### src/rtl/sdram_pkg.sv
// Shared types for the SDRAM request front-end.
package sdram_pkg;

   typedef enum logic [1:0] {
      IDLE  = 2'd0,
      ISSUE = 2'd1,
      WAIT  = 2'd2
   } sdram_q_state_t;

endpackage

### src/rtl/sdram_ctrl_if.sv
// Manager/subordinate port of the SDRAM controller command/completion handshake.
interface sdram_ctrl_if #(
   parameter int ADDR_WIDTH = 32,
   parameter int DATA_WIDTH = 32,
   parameter int WORD_LEN   = DATA_WIDTH / 8
);
   logic [WORD_LEN-1:0]   wr;
   logic                  rd;
   logic [ADDR_WIDTH-1:0] addr;
   logic [DATA_WIDTH-1:0] write_data;
   logic                  rdy;
   logic                  rvalid;
   logic                  wvalid;
   logic                  error;
   logic [DATA_WIDTH-1:0] read_data;

   modport man (
      output wr, rd, addr, write_data,
      input  rdy, rvalid, wvalid, error, read_data
   );

   modport sub (
      input  wr, rd, addr, write_data,
      output rdy, rvalid, wvalid, error, read_data
   );
endinterface

### src/rtl/sdram_fifo.sv
// Generic synchronous FIFO; pointers carry one extra wrap bit so full and
// empty stay distinguishable when the index bits match.
module sdram_fifo #(
   parameter int WIDTH = 8,
   parameter int DEPTH = 4
) (
   input  logic                   clk,
   input  logic                   rst_n,
   input  logic                   push,
   input  logic [WIDTH-1:0]       push_data,
   input  logic                   pop,
   output logic [WIDTH-1:0]       pop_data,
   output logic                   full,
   output logic                   empty,
   output logic [$clog2(DEPTH):0] level
);
   localparam int AW = $clog2(DEPTH);

   logic [WIDTH-1:0] mem [DEPTH];
   logic [AW:0]      wr_ptr;
   logic [AW:0]      rd_ptr;
   logic             do_push;
   logic             do_pop;

   assign do_push  = push && !full;
   assign do_pop   = pop && !empty;
   assign empty    = (wr_ptr == rd_ptr);
   assign full     = (wr_ptr[AW] != rd_ptr[AW]) && (wr_ptr[AW-1:0] == rd_ptr[AW-1:0]);
   assign level    = wr_ptr - rd_ptr;
   assign pop_data = mem[rd_ptr[AW-1:0]];

   always_ff @(posedge clk) begin
      if (!rst_n) begin
         wr_ptr <= '0;
         rd_ptr <= '0;
      end else begin
         if (do_push) wr_ptr <= wr_ptr + 1'b1;
         if (do_pop)  rd_ptr <= rd_ptr + 1'b1;
      end
   end

   always_ff @(posedge clk) begin
      if (do_push) mem[wr_ptr[AW-1:0]] <= push_data;
   end

endmodule

### src/rtl/sdram_req_queue.sv
// Request queue in front of the SDRAM controller: buffers client requests and
// issues them one at a time, returning completions on a registered response port.
module sdram_req_queue
   import sdram_pkg::*;
#(
   parameter int ADDR_WIDTH = 32,
   parameter int DATA_WIDTH = 32,
   parameter int WORD_LEN   = DATA_WIDTH / 8,
   parameter int DEPTH      = 4
) (
   input  logic                   clk,
   input  logic                   rst_n,
   input  logic                   req_valid,
   output logic                   req_ready,
   input  logic [WORD_LEN-1:0]    req_be,
   input  logic [ADDR_WIDTH-1:0]  req_addr,
   input  logic [DATA_WIDTH-1:0]  req_wdata,
   output logic                   rsp_valid,
   input  logic                   rsp_ready,
   output logic [DATA_WIDTH-1:0]  rsp_rdata,
   output logic                   rsp_write,
   output logic                   rsp_error,
   output logic [$clog2(DEPTH):0] level,
   sdram_ctrl_if.man              ctrl
);
   localparam int REQ_W = WORD_LEN + ADDR_WIDTH + DATA_WIDTH;

   sdram_q_state_t        state;
   logic                  fifo_full;
   logic                  fifo_empty;
   logic                  push;
   logic                  pop;
   logic [REQ_W-1:0]      head;
   logic [WORD_LEN-1:0]   head_be;
   logic [ADDR_WIDTH-1:0] head_addr;
   logic [DATA_WIDTH-1:0] head_wdata;
   logic                  head_read;
   logic                  is_read;
   logic                  done;

   assign req_ready = rst_n && !fifo_full;
   assign push      = req_valid && req_ready;
   // Only pop when the response slot will be free by the time this request completes.
   assign pop       = (state == IDLE) && !fifo_empty && (!rsp_valid || rsp_ready);

   assign {head_be, head_addr, head_wdata} = head;
   assign head_read = (head_be == '0);

   // The strobe for the other transfer type is ignored.
   assign done = (state == WAIT) && (is_read ? ctrl.rvalid : ctrl.wvalid);

   sdram_fifo #(
      .WIDTH (REQ_W),
      .DEPTH (DEPTH)
   ) u_fifo (
      .clk       (clk),
      .rst_n     (rst_n),
      .push      (push),
      .push_data ({req_be, req_addr, req_wdata}),
      .pop       (pop),
      .pop_data  (head),
      .full      (fifo_full),
      .empty     (fifo_empty),
      .level     (level)
   );

   always_ff @(posedge clk) begin
      if (!rst_n) begin
         state           <= IDLE;
         is_read         <= 1'b0;
         ctrl.wr         <= '0;
         ctrl.rd         <= 1'b0;
         ctrl.addr       <= '0;
         ctrl.write_data <= '0;
      end else begin
         case (state)
            IDLE: begin
               if (pop) begin
                  ctrl.addr       <= head_addr;
                  ctrl.wr         <= head_be;
                  ctrl.rd         <= head_read;
                  ctrl.write_data <= head_read ? '0 : head_wdata;
                  is_read         <= head_read;
                  state           <= ISSUE;
               end
            end
            ISSUE: begin
               if (ctrl.rdy) begin
                  ctrl.wr         <= '0;
                  ctrl.rd         <= 1'b0;
                  ctrl.write_data <= '0;
                  state           <= WAIT;
               end
            end
            WAIT: begin
               if (done) state <= IDLE;
            end
            default: state <= IDLE;
         endcase
      end
   end

   always_ff @(posedge clk) begin
      if (!rst_n) begin
         rsp_valid <= 1'b0;
         rsp_rdata <= '0;
         rsp_write <= 1'b0;
         rsp_error <= 1'b0;
      end else if (done) begin
         rsp_valid <= 1'b1;
         rsp_rdata <= is_read ? ctrl.read_data : '0;
         rsp_write <= !is_read;
         rsp_error <= ctrl.error;
      end else if (rsp_valid && rsp_ready) begin
         rsp_valid <= 1'b0;
      end
   end

endmodule

### src/flat_wrapper.sv
// flat-port wrapper written by rule: the top's interface ports become plain ports
module sdram_req_queue_flat import sdram_pkg::*;
#(
   parameter int ADDR_WIDTH = 32,
   parameter int DATA_WIDTH = 32,
   parameter int WORD_LEN   = DATA_WIDTH / 8,
   parameter int DEPTH      = 4
)
  (clk, rst_n, req_valid, req_ready, req_be, req_addr, req_wdata, rsp_valid, rsp_ready, rsp_rdata, rsp_write, rsp_error, level, ctrl_wr, ctrl_rd, ctrl_addr, ctrl_write_data, ctrl_rdy, ctrl_rvalid, ctrl_wvalid, ctrl_error, ctrl_read_data);
  sdram_ctrl_if #(.ADDR_WIDTH(ADDR_WIDTH), .DATA_WIDTH(DATA_WIDTH), .WORD_LEN(WORD_LEN)) ctrl_i ();
  input  logic clk;
  input  logic rst_n;
  input  logic req_valid;
  output logic req_ready;
  input  logic [WORD_LEN-1:0] req_be;
  input  logic [ADDR_WIDTH-1:0] req_addr;
  input  logic [DATA_WIDTH-1:0] req_wdata;
  output logic rsp_valid;
  input  logic rsp_ready;
  output logic [DATA_WIDTH-1:0] rsp_rdata;
  output logic rsp_write;
  output logic rsp_error;
  output logic [$clog2(DEPTH):0] level;
  output wire logic [$bits(ctrl_i.wr)-1:0] ctrl_wr;
  output wire logic [$bits(ctrl_i.rd)-1:0] ctrl_rd;
  output wire logic [$bits(ctrl_i.addr)-1:0] ctrl_addr;
  output wire logic [$bits(ctrl_i.write_data)-1:0] ctrl_write_data;
  input wire logic [$bits(ctrl_i.rdy)-1:0] ctrl_rdy;
  input wire logic [$bits(ctrl_i.rvalid)-1:0] ctrl_rvalid;
  input wire logic [$bits(ctrl_i.wvalid)-1:0] ctrl_wvalid;
  input wire logic [$bits(ctrl_i.error)-1:0] ctrl_error;
  input wire logic [$bits(ctrl_i.read_data)-1:0] ctrl_read_data;
  assign ctrl_wr = ctrl_i.wr;
  assign ctrl_rd = ctrl_i.rd;
  assign ctrl_addr = ctrl_i.addr;
  assign ctrl_write_data = ctrl_i.write_data;
  assign ctrl_i.rdy = ctrl_rdy;
  assign ctrl_i.rvalid = ctrl_rvalid;
  assign ctrl_i.wvalid = ctrl_wvalid;
  assign ctrl_i.error = ctrl_error;
  assign ctrl_i.read_data = ctrl_read_data;
  sdram_req_queue #(.ADDR_WIDTH(ADDR_WIDTH), .DATA_WIDTH(DATA_WIDTH), .WORD_LEN(WORD_LEN), .DEPTH(DEPTH)) u_core (.clk(clk), .rst_n(rst_n), .req_valid(req_valid), .req_ready(req_ready), .req_be(req_be), .req_addr(req_addr), .req_wdata(req_wdata), .rsp_valid(rsp_valid), .rsp_ready(rsp_ready), .rsp_rdata(rsp_rdata), .rsp_write(rsp_write), .rsp_error(rsp_error), .level(level), .ctrl(ctrl_i));
endmodule
### config.mk
export PLATFORM = sky130hd
export DESIGN_NAME = sdram_req_queue_flat
export DESIGN_NICKNAME = d
export VERILOG_FILES = /design/src/rtl/sdram_pkg.sv /design/src/rtl/sdram_ctrl_if.sv /design/src/rtl/sdram_fifo.sv /design/src/rtl/sdram_req_queue.sv /design/src/flat_wrapper.sv
export SDC_FILE = /design/constraint.sdc
export NUM_CORES = 1
export LEC_CHECK = 0
export BUFFER_PORTS_ARGS = -buffer_cell sky130_fd_sc_hd__buf_4
export CORE_ASPECT_RATIO = 0.6
export CORE_MARGIN = 3
export CORE_UTILIZATION = 32
export CTS_BUF_LIST = sky130_fd_sc_hd__clkbuf_4 sky130_fd_sc_hd__clkbuf_8 sky130_fd_sc_hd__clkbuf_16
export CTS_CLUSTER_SIZE = 16
export DETAILED_ROUTE_END_ITERATION = 8
export SLEW_MARGIN = 30
export SYNTH_ARGS = -nofsm -noshare
export SYNTH_HDL_FRONTEND = slang
export SYNTH_HIERARCHICAL = 1
export SYNTH_SLANG_ARGS = --single-unit
export TNS_END_PERCENT = 100
### constraint.sdc
create_clock -name clk -period 5.9 [get_ports clk]
set_input_delay 0 -clock clk [delete_from_list [all_inputs] [get_ports clk]]
set_output_delay 0 -clock clk [all_outputs]
set_load 0.05 [all_outputs]
==> results of run 1 <==
-- registers in the layout, indices dropped and copies added, names as in the netlist, named ones only --
name / count
u_core/ctrl.rd: 1
u_core/u_fifo/wr_ptr: 3
u_core/rsp_error: 1
u_core/rsp_write: 1
u_core/u_fifo/rd_ptr: 3
u_core/state: 2
u_core/rsp_rdata: 32
u_core/is_read: 1
u_core/ctrl.wr: 4
u_core/ctrl.addr: 32
u_core/u_fifo/mem: 272
u_core/ctrl.write_data: 32
u_core/rsp_valid: 1
-- kinds of logic after synthesis --
family,after synthesis,share of synthesized area
buffers and inverters,64,0.0265
muxes,72,0.108
AOI/OAI and AO/OA,147,0.0722
DFF,387,0.721
xor gates and xnor gates,2,0.00121
and+or+nand+nor,189,0.0631
adders and majority gates,8,0.00741
-- through the flow --
step	setup WS, ps	util
floorplan	1380	-
global placement	2430	0.376
detailed placement	2320	0.378
CTS	2310	0.437
global route	2090	0.438
finish	2380	0.438
-- worst paths after layout --
check | start | endpoint | slack (ps) | depth (start not counted)
worst min register to register | u_core/ctrl.addr[11]$_SDFFE_PN0P_ | u_core/ctrl.addr[11]$_SDFFE_PN0P_ | 470 | 2
worst min-delay path | ctrl_rvalid | u_core/rsp_write$_SDFFE_PN0P_ | 50 | 4
worst max register to register | u_core/u_fifo/wr_ptr[0]$_SDFFE_PN0P_ | u_core/u_fifo/mem[1][47]$_DFFE_PP_ | 2380 | 9
worst max-delay path | u_core/u_fifo/wr_ptr[0]$_SDFFE_PN0P_ | u_core/u_fifo/mem[1][47]$_DFFE_PP_ | 2380 | 9
-- final cells by class --
type                            count  area, sq um
Fill cell                        3868        24800
Sequential cell                   387        10500
Multi-Input combinational cell    418         3700
Timing Repair Buffer              362         3110
Clock buffer                       49         1030
Tap cell                          579          724
Clock inverter                     21          216
Inverter                            7         31.3
Antenna cell                        1         2.50
-- critical path, stage by stage, from the launching register on --
cell and delay (ps):
dfxtp_1 420, inv_1 110, ha_1 360, nand2_1 330
nor2_1 100, nor2b_1 150, and2_1 310, o21a_1 240
and2_4 640, buf_4 470
-- per-layer routing --
metal,global-route usage,up-vias
met5,0,-
met3,0.0394,68
met1,0.192,4362
li1,-,4015
met4,0.0363,14
met2,0.228,194
-- report_power, final --
part,switching [uW],internal (uW),total [uW]
clock network,1010,1390,2400
registers,211,3190,3410
logic,1560,837,2400
total,2780,5420,8200
-- placed cells by master (no fill, tap or decap), types with 3 or more instances in the layout --
master	synthesis	final
edfxtp_1	272	272
buf_4	5	220
dlygate4sd3_1	0	138
dfxtp_1	115	113
nand2_1	107	106
mux4_2	68	68
a21boi_0	49	49
nor2b_1	40	40
clkbuf_16	0	38
o21ai_0	37	37
a22oi_1	32	32
clkbuf_4	0	11
nand3_1	11	11
a21boi_2	10	10
clkinv_1	0	8
a21boi_1	7	7
ha_1	7	7
clkinv_2	0	6
inv_1	6	6
nor2_1	4	4
nand3b_1	4	4
and2_4	0	4
nand4_1	4	4
bufinv_16	0	3
o21a_1	4	3
-- timing repair --
item                                   4_1_cts  5_1_grt
setup endpoints to repair                    0        0
hold buffers                               138        0
setup buffers                                0        0
endpoints found under the hold margin      309        0
==> impl_results.md, run 1 <==
- FF+latch count, synth: 387
- Ports: 216
- Run status: finished, final reports clean
- Unrepaired setup endpoints after global routing: false
- Worst skew pair latency: 550 ps
- Nets: 1330
- Worst-Margin Slew: 836 ps
- Cts repair resizes: 0
- Met1 WL: 15800 um
- CTS sink count: 387
- DRT Pass-1 Iters: 5
- Cell Area, Synth: 0.0145 sq mm
- Largest net degree at the start of global routing: 99
- Peak Freq: 284 MHz
- Initial antenna violation count: 8
- Max-slew violations: 0
- Hold Slack: 47.8 ps
- Critical Path RT: 6100 ps
- Max-cap check violation count: 0
- Asr flop ratio synth: 0
- Clock Skew: around 17 ps
- Post-synth EDFFs: 272
- Final setup fails: 0
- Initial Utilization: 0.329
- Total die area: 0.0480 sq mm
- DRT iter0 DRCs: approximately 500
- DR WL met3: 2120 um
- DRC errors left: 0
- Chip height: about 170 um
- GP Congestion: 0.689
- Final Hold Fails: 0
- Clk Tree Root Cell: clkbuf_16
- DP HPWL: 21300 um
- Clock transition at the registers of the reported paths: 60 ps
- HP Class: in -> reg
- WP data arrival: 3720 ps
- Nature of the critical path startpoint: register
- Final std cells w/o fill: 1824
- Critical Path Sink Type: register
- P_leak: 0.00681 uW
- Port Buf Inserts: 215
- Most instantiated library cell after synthesis: edfxtp_1
- CTS tree: yes
- Top cells by count, synth: edfxtp_1 (272), dfxtp_1 (115), nand2_1 (107), mux4_2 (68), a21boi_0 (49)
- Worst rel slew slack: 0.438
- Synth warnings: 6
- Mapped Avg Cell Area: 16.7 sq um
- Cell taking the most area after synthesis: edfxtp_1
- Die width: between 200 and 300 um
- DR top layer: met5
- Vias per cell: 4.74
- CP max FO: 44
- Critical path class: reg -> reg
- Post-synth top area share: 0.563
- CTS buffer count: 38
- First-pass GRT wire length: 52700 um
- GR Util All Layers: 0.142
- Minimum clock period: 3520 ps
- Cells after DPL: between 1500 and 2000
- Fin Setup TNS: 0 ps
- Syn Inst Count: 869
- Metal2 WL: 16000 um
- Vias in the first global route: 8986
- Total power: 8200 uW
- Sequential-to-total area share from yosys stat: 0.721
- Placed Area: about 0.017 sq mm
- Share of layout cells above drive strength 1: 0.306
- GRT overflow: 0
- Max VDD drop: ~230 uV
- Power per cell area: around 430 mW/mm^2
- Final instance area: 0.0193 sq mm
- Predominant post-synthesis flop cell: edfxtp_1
- Row count: 59
- Synth top area cells: edfxtp_1 (56%), dfxtp_1 (16%), mux4_2 (11%)
- Routed vias: 8653
- Detailed-route wire length: 34700 um
- CTS max path bufs: 3
- Netlist cell types: between 40 and 50
- Syn_nets: 985
- Routed Antenna Nets: 0
- Synthesis-to-finish area growth: 32.9%
- Core Area: 0.0441 sq mm
- WL/cell: 19.0 um
- CTS H-tree depth: 2
- Post-route clock period utilization: 0.597
Note: power is estimated with default switching activity, not from simulation.
==> run 2: changes to the inputs <==
--- a/config.mk
+++ b/config.mk
@@ -5,6 +5,7 @@
 export SDC_FILE = /design/constraint.sdc
 export NUM_CORES = 1
 export LEC_CHECK = 0
+export ABC_AREA = 1
 export BUFFER_PORTS_ARGS = -buffer_cell sky130_fd_sc_hd__buf_4
 export CORE_ASPECT_RATIO = 0.6
 export CORE_MARGIN = 3
==> constraint.sdc (replaced) <==
create_clock -name clk -period 3.04 [get_ports clk]
set_input_delay 0 -clock clk [delete_from_list [all_inputs] [get_ports clk]]
set_output_delay 0 -clock clk [all_outputs]
set_load 0.05 [all_outputs]
==> impl_results.md, run 2 <==
- CTS sink count: 387 (unchanged)
- Clk Tree Root Cell: clkbuf_16
- Top cells by count, synth: edfxtp_1 (272), nand2_1 (159), nor2_1 (152), o21ai_0 (131), dfxtp_1 (115)
- WP data arrival: 2870 ps (-850 ps)
- Hold Slack: 125 ps (+76.8 ps)
- Critical path class: reg -> reg
- CTS tree: yes
- Row count: 60 (+1.7%)
- Cell Area, Synth: 0.0149 sq mm (+2.5%)
- GRT overflow: 0 (unchanged)
- Power per cell area: 824 mW/mm^2 (+94%)
- Routing usage on met3: 0.0348 (-0.00463)
- Minimum clock period: 2670 ps (-852 ps)
- First-pass GRT wire length: 63600 um (+21%)
- Levels on crit path: 10 (+1)
- Sequential-to-total area share from yosys stat: 0.704 (-0.0174)
- Post-synth EDFFs: 272 (unchanged)
- Met2 Usage GRT: 0.257 (+0.0288)
- Crit path capture: u_core/u_fifo/mem[2][54]$_DFFE_PP_
- CP top delay family: simple AND/OR/NAND/NOR gates
- Asr flop ratio synth: 0 (unchanged)
- Final Hold Fails: 0 (unchanged)
- DRC errors left: 0 (unchanged)
- Core Area: 0.0453 sq mm (+2.9%)
- M1 GR Usage: 0.231 (+0.0395)
- Die width: 284 um (+1.2%)
- Cell with the biggest individual delay on the critical path: dfxtp_1
- Clock transition at the registers of the reported paths: 70 ps (about the same)
- Detailed-route wire length: 41100 um (+19%)
- Clock Skew: 16.7 ps (-0.358 ps)
- FF-to-FF End: u_core/u_fifo/mem[2][54]$_DFFE_PP_
- CTS H-tree depth: 2 (unchanged)
- Worst-Margin Slew: 921 ps (+85.0 ps)
- Post-route clock period utilization: 0.878 (+0.281)
- Worst rel slew slack: 0.386 (-0.0524)
- Peak Freq: 375 MHz (+32%)
- Cts repair resizes: 0 (unchanged)
- Chip height: 173 um (+1.2%)
- Predominant post-synthesis flop cell: edfxtp_1
- Netlist cell types: 35 (-22%)
- Synth warnings: 6 (unchanged)
- Total die area: 0.0492 sq mm (+2.4%)
- CP max FO: 23 (-48%)
- DRT Pass-1 Iters: 5 (unchanged)
- Max-slew violations: 0 (unchanged)
- Vias in the first global route: 10800 (+20%)
- Syn_nets: 1375 (+40%)
- DRT iter0 DRCs: 790 (+56%)
- GR Util All Layers: 0.163 (+0.0207)
- Synth top area cells: edfxtp_1 (55%), dfxtp_1 (15%), o21ai_0 (4.4%)
- Bufs and invs on worst path: 4 (+2)
- Post-synth top area share: 0.549 (-0.0136)
- DP HPWL: 24900 um (+17%)
- Synthesis-to-finish area growth: 32.1%
- Total power: 16200 uW (+97%)
- Post CTS Setup Buffer Count: 0 (unchanged)
- R2R setup slack: 370 ps (-2010 ps)
- Grt peak-use layer: met2
- CP max stage delay: 370 ps (-270 ps)
- Critical Path RT: 3240 ps (-2860 ps)
- Port Buf Inserts: 215 (unchanged)
- Worst flop-to-flop path startpoint: u_core/u_fifo/wr_ptr[0]$_SDFFE_PN0P_
- Max VDD drop: 518 uV (+120%)
- Syn Inst Count: 1259 (+45%)
- CTS buffer count: 38 (unchanged)
- P_leak: 0.00706 uW (+3.6%)
- Routed Antenna Nets: 0 (unchanged)
- Worst Setup SP: u_core/u_fifo/wr_ptr[0]$_SDFFE_PN0P_
- Run status: finished, final reports clean
- Commonest cells after routing, fill and taps aside: edfxtp_1 (272), buf_4 (234), nand2_1 (158)
- CTS max path bufs: 3 (unchanged)
- Routed vias: 10800 (+25%)
- Critical Path Sink Type: register
- Commonest non-fill, non-tap cell in the layout: edfxtp_1
- Mapped Avg Cell Area: 11.8 sq um (-29%)
- Most instantiated library cell after synthesis: edfxtp_1
- FF+latch count, synth: 387 (unchanged)
- Max-cap check violation count: 0 (unchanged)
- Ports: 216 (unchanged)
- HP Class: in -> reg
- Share of layout cells above drive strength 1: 0.202 (-0.104)
- Cell taking the most area after synthesis: edfxtp_1
- Cell mode on critical path: inv_1
- Worst skew pair latency: 540 ps (about the same)
- Max FFs per register: 272 (unchanged)
- Hold_buf cts: 138 (unchanged)
- Initial Utilization: 0.328 (-0.00132)
- Vias per cell: 4.83 (+1.9%)
- GP Congestion: 0.811 (+18%)
- Initial antenna violation count: 3 (-5)
- Nets: 1702 (+28%)
- Final setup fails: 0 (unchanged)
- WL/cell: 18.4 um (-3.3%)
- Largest net degree at the start of global routing: 85 (-14%)
- Worst-case reg-to-reg path depth: 10 (+1)
- Nature of the critical path startpoint: register
- Unrepaired setup endpoints after global routing: false
- Critical path, cell by cell: inv_1 > ha_1 > nand2_1 > inv_1 > nand3_1 > inv_1 > nor3b_1 > nand2_1 > nor2_4 > buf_4
[run 2: cell families (layout without fill, tap and decap cells)]
group | count (synthesis) | after routing | synth area share
buffers and inverters | 119 | 476 | 0.0474
adder cells (fa/ha/maj) | 8 | 8 | 0.00723
AO/OA/AOI/OAI | 346 | 346 | 0.128
XOR/XNOR | 1 | 1 | 0.000589
flip-flops | 387 | 387 | 0.704
other | 0 | 1 | 0
AND/OR/NAND/NOR | 398 | 398 | 0.113
[run 2: through the flow]
| stage | util | setup WS, ps | std cells | setup TNS (ps) | area, sq um |
|---|---|---|---|---|---|
| floorplan | - | -608 | 1259 | -124080 | 14900 |
| global placement | 0.375 | 520 | 2028 | 0 | 17000 |
| detailed placement | 0.375 | 423 | 2028 | 0 | 17000 |
| CTS | 0.433 | 398 | 2236 | 0 | 19600 |
| global route | 0.433 | 212 | 2237 | 0 | 19700 |
| finish | 0.433 | 371 | 2237 | 0 | 19700 |
[run 2: how the worst min path moves through the flow]
stage / endpoint / from / cells past startpoint
finish: u_core/u_fifo/wr_ptr[2]$_SDFFE_PN0P_ / req_valid / 7
global route: u_core/u_fifo/wr_ptr[2]$_SDFFE_PN0P_ / req_valid / 7
CTS: u_core/state[1]$_SDFFE_PN0P_ / ctrl_rvalid / 4
detailed placement: u_core/u_fifo/mem[0][66]$_DFFE_PP_ / req_be[2] / 1
global placement: u_core/u_fifo/mem[3][1]$_DFFE_PP_ / req_wdata[1] / 1
floorplan: u_core/u_fifo/mem[0][0]$_DFFE_PP_ / req_wdata[0] / 0
[run 2: layer usage]
metal / wire (um) / share of wire
met1: 19400 / 0.47
met3: 2500 / 0.061
met4: 595 / 0.014
met5: 27 / 0.00066
met2: 18600 / 0.45
[run 2: cell type report]
type                       count  area, sq um
clock inverter                18          176
sequential                   387        10500
antenna                        1         2.50
clock buffer                  52         1090
inverter                      27          113
fill                        4197        25700
tap                          620          776
timing repair buffer         379         3280
multi-input combinational    753         3740
[run 2: tightest hold or removal path, delay by kind of cell]
kind	cells	cell delay (ps)
and+or+nand+nor	4	390
buffers and inverters	3	230
[run 2: where the power goes]
part | leakage [uW] | switching [uW] | internal (uW)
combinational | 0.00302 | 3590 | 1550
sequential | 0.00341 | 241 | 6070
clock | 0.000631 | 2020 | 2720
==> run 3: changes to the inputs <==
--- a/config.mk
+++ b/config.mk
@@ -13,6 +13,7 @@
 export CTS_BUF_LIST = sky130_fd_sc_hd__clkbuf_4 sky130_fd_sc_hd__clkbuf_8 sky130_fd_sc_hd__clkbuf_16
 export CTS_CLUSTER_SIZE = 16
 export DETAILED_ROUTE_END_ITERATION = 8
+export PLACE_DENSITY_LB_ADDON = 0.2
 export SLEW_MARGIN = 30
 export SYNTH_ARGS = -nofsm -noshare
 export SYNTH_HDL_FRONTEND = slang
==> impl_results.md, run 3 (synthesis gave the netlist of run 2 again) <==
- Run status: finished, final reports clean
- Max-slew violations: 0 (unchanged)
- WL/cell: 18.3 um (-0.58%)
- WHS Path Cells: 7 (unchanged)
- Nature of the critical path startpoint: register
- Initial Utilization: 0.328 (unchanged)
- CTS max path bufs: 3 (unchanged)
- CTS H-tree depth: 2 (unchanged)
- Row count: 60 (unchanged)
- Worst-case reg-to-reg path depth: 10 (unchanged)
- Antenna Cells: 0 (-1)
- Worst flop-to-flop path startpoint: u_core/u_fifo/wr_ptr[0]$_SDFFE_PN0P_
- Max VDD drop: 403 uV (-22%)
- WP data arrival: 2790 ps (-80 ps)
- DRC errors left: 0 (unchanged)
- Clock transition at the registers of the reported paths: 60 ps (about the same)
- Post-route clock period utilization: 0.863 (-0.0148)
- M1 GR Usage: 0.235 (+0.00344)
- Clock Skew: 14.8 ps (-1.93 ps)
- Peak Freq: 381 MHz (+1.7%)
- Fill cell count: 4288 (+2.2%)
- HP Class: in -> reg
- Max-cap check violation count: 0 (unchanged)
- DRT iter0 DRCs: 753 (-4.7%)
- Port Buf Inserts: 215 (unchanged)
- GP Congestion: 0.741 (-8.6%)
- CTS buffer count: 39 (+2.6%)
- R2R setup slack: 420 ps (+50 ps)
- Unrepaired setup endpoints after global routing: false
- Critical path class: reg -> reg
- Worst rel slew slack: 0.385 (-0.000432)
- CTS tree: yes
- Post-place setup slack: 402 ps (-21.0 ps)
- Critical Path Sink Type: register
- Vias per cell: 4.80 (-0.60%)
- DP HPWL: 25000 um (+0.36%)
- Initial antenna violation count: 0 (-3)
- Met2 Usage GRT: 0.255 (-0.00213)
- Largest net degree at the start of global routing: 69 (-19%)
- End of the worst hold path: u_core/u_fifo/wr_ptr[2]$_SDFFE_PN0P_
- Total power: 16200 uW (-0.22%)
- Power per cell area: 822 mW/mm^2 (-0.22%)
- Hold Slack: 69.5 ps (-55.1 ps)
- Nets: 1703 (+0.059%)
- Final setup fails: 0 (unchanged)
- Share of layout cells above drive strength 1: 0.202 (unchanged)
- FF-to-FF End: u_core/u_fifo/mem[2][23]$_DFFE_PP_
- Die width: 284 um (unchanged)
- Routing usage on met3: 0.0321 (-0.00264)
- Final Hold Fails: 0 (unchanged)
- Critical path, cell by cell: inv_1 > ha_1 > nand2_1 > inv_1 > nand3_1 > inv_1 > nor3b_1 > nand2_1 > nor2_4 > buf_4
- Commonest non-fill, non-tap cell in the layout: edfxtp_1
- Core Area: 0.0453 sq mm (unchanged)
- Detailed-route wire length: 40900 um (-0.62%)
- Minimum clock period: 2620 ps (-45.1 ps)
- Setup ws final: 416 ps (+45.1 ps)
- CP max FO: 28 (+22%)
- Cell with the biggest individual delay on the critical path: buf_4
- Worst-Margin Slew: 921 ps (-0.342 ps)
- Worst skew pair latency: 530 ps (about the same)
- First-pass GRT wire length: 63900 um (+0.41%)
- DRT Pass-1 Iters: 5 (unchanged)
- Routed Antenna Nets: 0 (unchanged)
- Routed vias: 10700 (-0.65%)
- Ports: 216 (unchanged)
- Total die area: 0.0492 sq mm (unchanged)
- Chip height: 173 um (unchanged)
- CP max stage delay: 420 ps (+50 ps)
- GR Util All Layers: 0.163 (about the same)
- P_leak: 0.00706 uW (about the same)
- CTS sink count: 387 (unchanged)
- Clk Tree Root Cell: clkbuf_16
- GRT overflow: 0 (unchanged)
- Post CTS Setup Buffer Count: 0 (unchanged)
- Critical Path RT: 3210 ps (-30 ps)
- Grt peak-use layer: met2
- HP Start: req_valid
- Commonest cells after routing, fill and taps aside: edfxtp_1 (272), buf_4 (233), nand2_1 (158)
- Max FFs per register: 272 (unchanged)
- Vias in the first global route: 10800 (+0.40%)
- Cell mode on critical path: inv_1
- Synthesis-to-finish area growth: 32.1% (unchanged)
## run 3: cell types whose count changed in the layout (fill, tap and decap cells not counted), sizes merged
cell / before / now
clkinv: 14 / 9
diode: 1 / 0
clkbuf: 52 / 55
inv: 27 / 29
## run 3: layout make-up
cell class              instances  area, sq um  area share
well taps                     620          776      0.0395
flip-flops and latches        387        10500       0.533
inverters                      27          113     0.00573
clock buffers                  55         1130      0.0576
multi-input cells             753         3740       0.190
repair buffers                379         3290       0.167
clock inverters                15          126     0.00643
## run 3: power breakdown
group | internal (uW) | switching (uW)
logic | 1530 | 3520
clock network | 2780 | 1960
registers | 6070 | 298
## run 3: stage by stage
| stage | setup TNS (ps) | area (sq um) | instances | util |
|---|---|---|---|---|
| after global routing | 0 | 19700 | 2236 | 0.433 |
| after floorplan | -124080 | 14900 | 1259 | - |
| after detailed placement | 0 | 17000 | 2028 | 0.375 |
| final | 0 | 19700 | 2236 | 0.433 |
| after CTS | 0 | 19700 | 2236 | 0.433 |
| after global placement | 0 | 17000 | 2028 | 0.375 |
## run 3: worst max path at each step
stage | start | endpoint | slack, ps | cells past startpoint
2_1_floorplan | u_core/u_fifo/wr_ptr[0]$_SDFFE_PN0P_ | u_core/u_fifo/mem[0][0]$_DFFE_PP_ | -610 | 9
3_3_place_gp | u_core/u_fifo/wr_ptr[0]$_SDFFE_PN0P_ | u_core/u_fifo/mem[0][39]$_DFFE_PP_ | 420 | 10
3_5_place_dp | u_core/u_fifo/wr_ptr[0]$_SDFFE_PN0P_ | u_core/u_fifo/mem[2][21]$_DFFE_PP_ | 400 | 10
4_1_cts | u_core/u_fifo/wr_ptr[0]$_SDFFE_PN0P_ | u_core/u_fifo/mem[2][23]$_DFFE_PP_ | 390 | 10
5_1_grt | u_core/u_fifo/wr_ptr[0]$_SDFFE_PN0P_ | u_core/u_fifo/mem[2][23]$_DFFE_PP_ | 170 | 10
6_report | u_core/u_fifo/wr_ptr[0]$_SDFFE_PN0P_ | u_core/u_fifo/mem[2][23]$_DFFE_PP_ | 420 | 10
## run 3: repair_timing
action,4_1_cts,5_1_grt
hold buffers,138,0
gates resized for setup,0,0
endpoints found under the hold margin,317,0
## run 3: worst max-delay path: cells and delay by family, from the launching register on
kind	cells	cell delay, ps
flip-flops	1	360
adder cells (fa/ha/maj)	1	320
AND/OR/NAND/NOR	5	920
buffers and inverters	4	660
## run 3: metal layers
| layer | up-vias | wire length (um) | part of all wire |
|---|---|---|---|
| met5 | - | 0 | 0 |
| met4 | 0 | 733 | 0.018 |
| met3 | 55 | 1960 | 0.048 |
| met2 | 262 | 18300 | 0.45 |
| met1 | 5241 | 19900 | 0.49 |
| li1 | 5183 | - | - |
